--- config.mk ---
export PLATFORM = sky130hd
export DESIGN_NAME = wall_scroller
export DESIGN_NICKNAME = d
export VERILOG_FILES = /design/src/rtl/wall_scroller.sv
export SDC_FILE = /design/constraint.sdc
export NUM_CORES = 1
export LEC_CHECK = 0
export ABC_AREA = 1
export CELL_PAD_IN_SITES_DETAIL_PLACEMENT = 0
export CELL_PAD_IN_SITES_GLOBAL_PLACEMENT = 1
export CORE_ASPECT_RATIO = 0.7
export CORE_UTILIZATION = 37
export CTS_BUF_LIST = sky130_fd_sc_hd__clkbuf_4
export CTS_CLUSTER_SIZE = 28
export DETAILED_ROUTE_END_ITERATION = 16
export GPL_TIMING_DRIVEN = 0
export PLACE_DENSITY_LB_ADDON = 0.05
export SLEW_MARGIN = 20
export SYNTH_ARGS = -nofsm -noshare
export SYNTH_HDL_FRONTEND = slang
export SYNTH_SLANG_ARGS = --single-unit
--- constraint.sdc ---
create_clock -name clk -period 3.1 [get_ports clk]
set_input_delay 0.62 -clock clk [delete_from_list [all_inputs] [get_ports clk]]
set_output_delay 0.62 -clock clk [all_outputs]
set_load 0.05 [all_outputs]
--- src/rtl/wall_scroller.sv ---
// wall_scroller: spawns one wall at a time, scrolls it left on frame ticks, detects bird passes, and keeps a score.
// Ports: clk, reset (sync, active-high), enable (low = pause), frame_tick (one pulse per frame),
//        rand_height (random height source), rand_req (pulse while rand_height is sampled),
//        wall_x/prev_x (current and previous left edge), gap_top/gap_bot (gap rows),
//        moved/passed (one-cycle pulses), score (saturating pass count), active (high in RUN).
// Optional feature: define WALL_SPEEDUP_EN to raise the scroll speed by 1 every 8 passes, capped at 4.
module wall_scroller #(
    parameter int SCREEN_W = 160,
    parameter int SCREEN_H = 120,
    parameter int WALL_W   = 8,
    parameter int GAP_H    = 40,
    parameter int MIN_TOP  = 8,
    parameter int BIRD_X   = 40,
    parameter int SPEED    = 1
) (
    input  logic       clk,
    input  logic       reset,
    input  logic       enable,
    input  logic       frame_tick,
    input  logic [7:0] rand_height,
    output logic       rand_req,
    output logic [7:0] wall_x,
    output logic [7:0] prev_x,
    output logic [6:0] gap_top,
    output logic [6:0] gap_bot,
    output logic       moved,
    output logic       passed,
    output logic [7:0] score,
    output logic       active
);
    localparam logic [6:0] RANGE = 7'(SCREEN_H - GAP_H - 2 * MIN_TOP);
    localparam logic [7:0] START = 8'(SCREEN_W - WALL_W);
    localparam logic [8:0] WW    = 9'(WALL_W);
    localparam logic [8:0] BX    = 9'(BIRD_X);
    typedef enum logic [1:0] {IDLE, SPAWN, RUN} state_t;
    state_t     state;
    logic [8:0] speed;
`ifdef WALL_SPEEDUP_EN
    logic [2:0] spd;
    assign speed = {6'd0, spd};
`else
    assign speed = 9'(SPEED);
`endif
    logic [6:0] raw, fold, off;
    logic [8:0] wx, nx;
    logic       pass;
    always_comb begin
        raw  = rand_height[6:0];
        // Fold once into range, then clamp anything still out of range.
        fold = (raw > RANGE) ? raw - (RANGE + 7'd1) : raw;
        off  = (fold > RANGE) ? RANGE : fold;
        wx   = {1'b0, wall_x};
        nx   = wx - speed;
        // Trailing edge is right of the bird before the move and at/left of it after.
        pass = (wx + WW > BX) && (nx + WW <= BX);
    end
    always_ff @(posedge clk) begin
        if (reset) begin
            state    <= IDLE;
            wall_x   <= START;
            prev_x   <= START;
            gap_top  <= 7'(MIN_TOP);
            gap_bot  <= 7'(MIN_TOP + GAP_H - 1);
            score    <= 8'd0;
            rand_req <= 1'b0;
            moved    <= 1'b0;
            passed   <= 1'b0;
            active   <= 1'b0;
`ifdef WALL_SPEEDUP_EN
            spd      <= 3'(SPEED);
`endif
        end else begin
            rand_req <= 1'b0;
            moved    <= 1'b0;
            passed   <= 1'b0;
            case (state)
                IDLE: if (enable) begin
                    state    <= SPAWN;
                    rand_req <= 1'b1;
                end
                // Completes unconditionally; any frame_tick here is dropped.
                SPAWN: begin
                    state   <= RUN;
                    active  <= 1'b1;
                    wall_x  <= START;
                    prev_x  <= START;
                    gap_top <= 7'(MIN_TOP) + off;
                    gap_bot <= 7'(MIN_TOP) + off + 7'(GAP_H - 1);
                end
                RUN: if (enable && frame_tick) begin
                    if (wx < speed) begin
                        state    <= SPAWN;
                        rand_req <= 1'b1;
                        active   <= 1'b0;
                    end else begin
                        prev_x <= wall_x;
                        wall_x <= nx[7:0];
                        moved  <= 1'b1;
                        if (pass) begin
                            passed <= 1'b1;
                            if (score != 8'd255) score <= score + 8'd1;
`ifdef WALL_SPEEDUP_EN
                            if (score != 8'd255 && score[2:0] == 3'd7 && spd < 3'd4) spd <= spd + 3'd1;
`endif
                        end
                    end
                end
                default: state <= IDLE;
            endcase
        end
    end
endmodule
---- Word level (Yosys, flattened, before mapping) ----
Index checks and enable logic that the tools add are counted.
storage, ports and cells
  input bits .............................. 12
  word-level logic and storage cells ...... 63
  register bits ........................... 44
cells by class
  multiplexer cells ....................... 21
  equal/unequal tests ..................... 7
  order comparisons ....................... 5
  bitwise gates (word level) .............. 3
  reduce and logical (&&, ||, !) cells .... 10
  $add $sub $neg .......................... 7
operator list
  operator                                                         number
  two-way mux 8 bit                                                4
  one-hot mux 8 bit (2 select lines)                               2
  greater-than comparator 7 bit (second input constant)            2
  two-way mux 7 bit                                                2
  adder 8 x 4 -> 9 bit (second input constant)                     1
  adder 9 x 4 -> 9 bit (second input constant)                     1
  greater-than comparator 9 x 6 -> 1 bit (second input constant)   1
  less-or-equal comparator 9 x 6 -> 1 bit (second input constant)  1
  AND reduction 3 bit                                              3
  subtractor 8 x 1 -> 9 bit (second input constant)                1
  adder 8 x 1 -> 8 bit (second input constant)                     1
  < comparator 8 x 1 -> 1 bit (second input constant)              1
  inequality test 2 bit (second input constant)                    4
  inequality test 8 bit (second input constant)                    1
  adder 4 x 7 -> 7 bit (first input constant)                      1
  adder 7 x 6 -> 7 bit (second input constant)                     1
  two-way mux 1 bit                                                7
  subtractor 7 bit (second input constant)                         1
  two-way mux 2 bit                                                3
  one-hot mux 2 bit (3 select lines)                               1
  AND reduction 5 bit                                              1
  one-hot mux 1 bit (2 select lines)                               2
  OR reduction 4 bit                                               1
  inverter 1 bit                                                   3
  other kinds (6)                                                  7

---- Logic depth before layout (Yosys ltp) ----
Gate-level depths: netlist (run 1).
  depth after elaboration ................. 6
  mapped depth ............................ 18
  mapped depth without buffers ............ 18

---- Worst setup path before layout (run 1) ----
No wires, ideal clock.
  path kind ............................... register to register
  start point ............................. register wall_x[1]
  end point ............................... register score[2]
  setup slack ............................. 0.606 ns
  period minus slack after synthesis ...... 2.494 ns
  arrival time ............................ 2.362 ns
  library setup time ...................... 0.132 ns
  buffers on the path ..................... 0
  cell stages (with the launch flop) ...... 17
  cell sequence ........................... dfxtp_1 inv_1 ha_1 nand2_1 o21ai_0 nand2_1 ha_1 inv_1 nand2_1 o21bai_1 nand2_1 nand3_1 nand2_1 nand2_2 nand3_4 nand2_1 a21oi_1
on the way
  longest elaborated chain between the ends .. 5
RTL lines
  what                                     RTL line  text
  from (decl)                              22        output logic [7:0] wall_x,
  from (signal assigned)                   97        wall_x <= nx[7:0];
  subtractor 8 x 1 -> 9 bit                53        nx = wx - speed;
  adder 9 x 4 -> 9 bit                     55        pass = (wx + WW > BX) && (nx + WW <= BX);
  less-or-equal comparator 9 x 6 -> 1 bit  55
  logical AND 1 bit                        55
  AND reduction 5 bit (no line) (*)        --
  to (signal assigned)                     101       if (score != 8'd255) score <= score + 8'd1;
  to (decl)                                28        output logic [7:0] score,
Mark *: on every way between the ends. The rest lies on a longest branch, timed or not.
A chain may end at the register's enable or synchronous reset.

---- Worst setup path in the final report (run 1) ----
  start point ............................. input port rand_height[0]
  end point ............................... register gap_bot[6]
on the way
  longest elaborated chain between the ends .. 6
RTL lines
  what                                                                      RTL line  text
  from (decl)                                                               20        input logic [7:0] rand_height,
  subtractor 7 bit / greater-than comparator 7 bit (equally long branches)  50        fold = (raw > RANGE) ? raw - (RANGE + 7'd1) : raw;
  two-way mux 7 bit (*)                                                     50
  greater-than comparator 7 bit                                             51        off = (fold > RANGE) ? RANGE : fold;
  two-way mux 7 bit (*)                                                     51
  adder 4 x 7 -> 7 bit (*)                                                  88        gap_bot <= 7'(MIN_TOP) + off + 7'(GAP_H - 1);
  adder 7 x 6 -> 7 bit (*)                                                  88
  to (signal assigned)                                                      63        gap_bot <= 7'(MIN_TOP + GAP_H - 1);
  to (signal assigned)                                                      88
  to (decl)                                                                 25        output logic [6:0] gap_bot,
Marks and branches as above.

==> flow_summary.toml, run 1 <==
[sta]
post-route-period-util = 0.884
slew_headroom = 0.620
min_period_ps = 2740
tns_ps = 0
tightestPinTransition_ps = 570
final.setup.worst_slack_ps = 360
final_max_slew_viol_count = 0
max_freq_ghz = 0.365
setup_viol = 0
clock_skew_ps = 9.22
rsz0062_at_grt = "false"
final-hold-violation-count = 0

[synthesis]
syn_avg_cell_area_um2 = 7.22
synth_ff_type = "dfxtp_1"
synth_nets = 359
ys_types = 32
ys_ff_latch = 44
synthArstFlopShare = 0
ys_seq_area_frac = 0.364
synth-edff-count = 0
syn_area_um2 = 2420
yosysTopAreaCellShare = 0.364
synthCells = 335
synth.area.top_cells = "dfxtp_1, nand2_1, ha_1"
synth_top_area_cell = "dfxtp_1"
synth_warnings = 0

[placed_design]
dp_hpwl_um = 4710
io_buffers = 52
place_ws_ps = 23.2
place.gp.congestion = 0.820
place_area_um2 = 3040

[drt]
dr.first_iter.drc_count = 106
dr_total_vias = 2313
wl_met1_um = 3700
wl_per_cell_um = 13.2
wl_met3_um = 220
antenna_left = 0
wl_met2_um = 2300
highest_layer = "met4"
drtPass1Iterations = 4
drcViolationCount = 0
wl_um = 6240
viasPerCell = 4.90

[worst_setup_path]
regToRegSetupSlack_ps = 550
worstPathMaxFanout = 6
crit_required_ps = 3370
cp-end-kind = "flip-flop"
worstSetupStartpointType = "primary input"
r2r_end = "score[3]"
path_class = "in2reg"
crit_arrival_ps = 3010
worstReg2RegStart = "wall_x[0]"
r2r_cells = 16

[power_and_ir_drop]
switchingPower_uw = 763
switching_share = 0.406
seqPwrFrac = 0.366
p_per_area_nw_per_um2 = 599
irDropWorstVdd_mv = 0.279
leakage_uw = 0.00133
power.internal_uw = 1110
finalPower_uw = 1880
pwr-share-comb = 0.397
p_clk_frac = 0.237

[clock_network]
cts_resized = 0
cts_hold_buf = 0
cts.clk_slew.worst_paths_ps = 140
h-tree-depth = 2
numCtsBuffers = 5
cts_post_setup_buffers_inserted = 0
clockBufferDepth = 2
cts_tree = "yes"
cts-root-buf = "clkbuf_4"
clock_sinks = 44
worstSkewPairLatency_ps = 360

[floorplan]
dieArea_um2 = 6870
die_w_um = 98.6
die_h_um = 69.6
num_rows = 24
ioPinCount = 54
start_util = 0.385
core_area_um2 = 6280

[final_layout]
final_cell_mix = "nand2_1, clkdlybuf4s50_1, dfxtp_1"
final_net_count = 418
drive_gt1_frac = 0.0964
final_common_cell = "nand2_1"
fin_area_um2 = 3130
antennaDiodeCount = 0
syn2layout_area_growth_pct = 29.6

[grt]
antenna_found_initial = 0
gr-total-overflow = 0
grt_pass1_wl_um = 10600
grt_start_max_net_pins = 14
grt_pass1_vias = 2149
grt.total_usage = 0.196

[min_path]
holdPathStages = 2
min_from = "prev_x[0]"
hold_end = "prev_x[0]"
hp-class = "reg2reg"

[status]
outcome = "finished, final reports clean"

[run]
maxCapViolations = 0
==> final cells by class <==
type                    instances  area, um2
well taps                      78       97.6
plain buffers                   6       26.3
clock inverters                 2       60.1
fillers                       620       3140
multi-input cells             242       1350
inverters                      43        161
flip-flops and latches         44        881
repair buffers                 52        520
clock buffers                   5       37.5
==> metal layers <==
metal	global-route usage	vias up
met5	0	-
li1	-	1233
met3	0.0403	2
met2	0.254	38
met1	0.319	1040
met4	0.0448	0
==> sequential cells by signal, indices dropped and copies added, names as in the netlist <==
name	flops
rand_req	1
gap_top	7
active	1
score	8
passed	1
state	2
gap_bot	7
prev_x	8
moved	1
wall_x	8
==> power by group through the flow <==
stage          Clock (uW)  Combinational, uW  Sequential, uW
2_1_floorplan           0                311             901
3_3_place_gp            0                743             700
4_1_cts               459                747             687
3_5_place_dp            0                744             699
5_1_grt               482                816             696
6_report              444                745             687
==> how the worst max path moves through the flow <==
| stage | from | to | cells past startpoint |
|---|---|---|---|
| floorplan | wall_x[1] | score[2] | 16 |
| global placement | rand_height[0] | gap_bot[6] | 17 |
| detailed placement | rand_height[0] | gap_bot[6] | 17 |
| CTS | rand_height[0] | gap_bot[6] | 17 |
| global route | rand_height[0] | gap_bot[6] | 17 |
| finish | rand_height[0] | gap_bot[6] | 17 |
==> Yosys cell counts, types with 2 or more instances <==
| library cell | instances |
|---|---|
| a21oi_1 | 23 |
| clkbuf_1 | 5 |
| dfxtp_1 | 44 |
| ha_1 | 12 |
| inv_1 | 35 |
| inv_2 | 8 |
| nand2_1 | 78 |
| nand2_2 | 9 |
| nand3_1 | 28 |
| nand3_2 | 2 |
| nand4_1 | 16 |
| nor2_1 | 17 |
| nor2_2 | 7 |
| nor3_1 | 3 |
| o211ai_1 | 8 |
| o21ai_0 | 15 |
| o221ai_1 | 2 |
| xnor2_1 | 4 |
| xor2_1 | 6 |
==> worst max-delay path, cell delays in order <==
cell             delay [ps]
clkdlybuf4s50_1         450
inv_1                    90
ha_1                    270
nand3_1                 110
nand2_2                 100
o21ai_0                 310
nor2_1                   90
a21o_1                  180
nand2_1                  80
ha_1                    190
nand2_1                  90
nand2_1                  90
nor2_1                   40
nor2_1                  120
nand2_1                  70
nand2_1                  60
nor2_1                   50
==> through the flow <==
| stage | utilization | hold slack (ps) | cells |
|---|---|---|---|
| 3_5_place_dp | 0.484 | 448 | 465 |
| 2_1_floorplan | - | 469 | 335 |
| 5_1_grt | 0.499 | 507 | 472 |
| 4_1_cts | 0.499 | 481 | 472 |
| 3_3_place_gp | 0.484 | 448 | 465 |
| 6_report | 0.499 | 480 | 472 |
==> kinds of logic (layout without fill, tap and decap cells) <==
family,count (synthesis),in the layout,share of synthesized area
simple gates,164,164,0.320
compound gates,56,56,0.140
buf+inv,49,108,0.0776
flops,44,44,0.364
fa+ha+maj,12,12,0.0621
xor+xnor,10,10,0.0362
No activity file was read; power rests on OpenSTA's default activity.
==> run 2: changes to the inputs <==
CORE_MARGIN = 1   (was not set)
==> results of run 2 <==
Final layout, timing and power as in run 1 (identical DEF).
==> run 3: changes to the inputs <==
CTS_CLUSTER_SIZE = 24   (was 28)
SLEW_MARGIN = not set   (was 20)
==> results of run 3 <==
Final layout, timing and power as in run 1 (identical DEF).
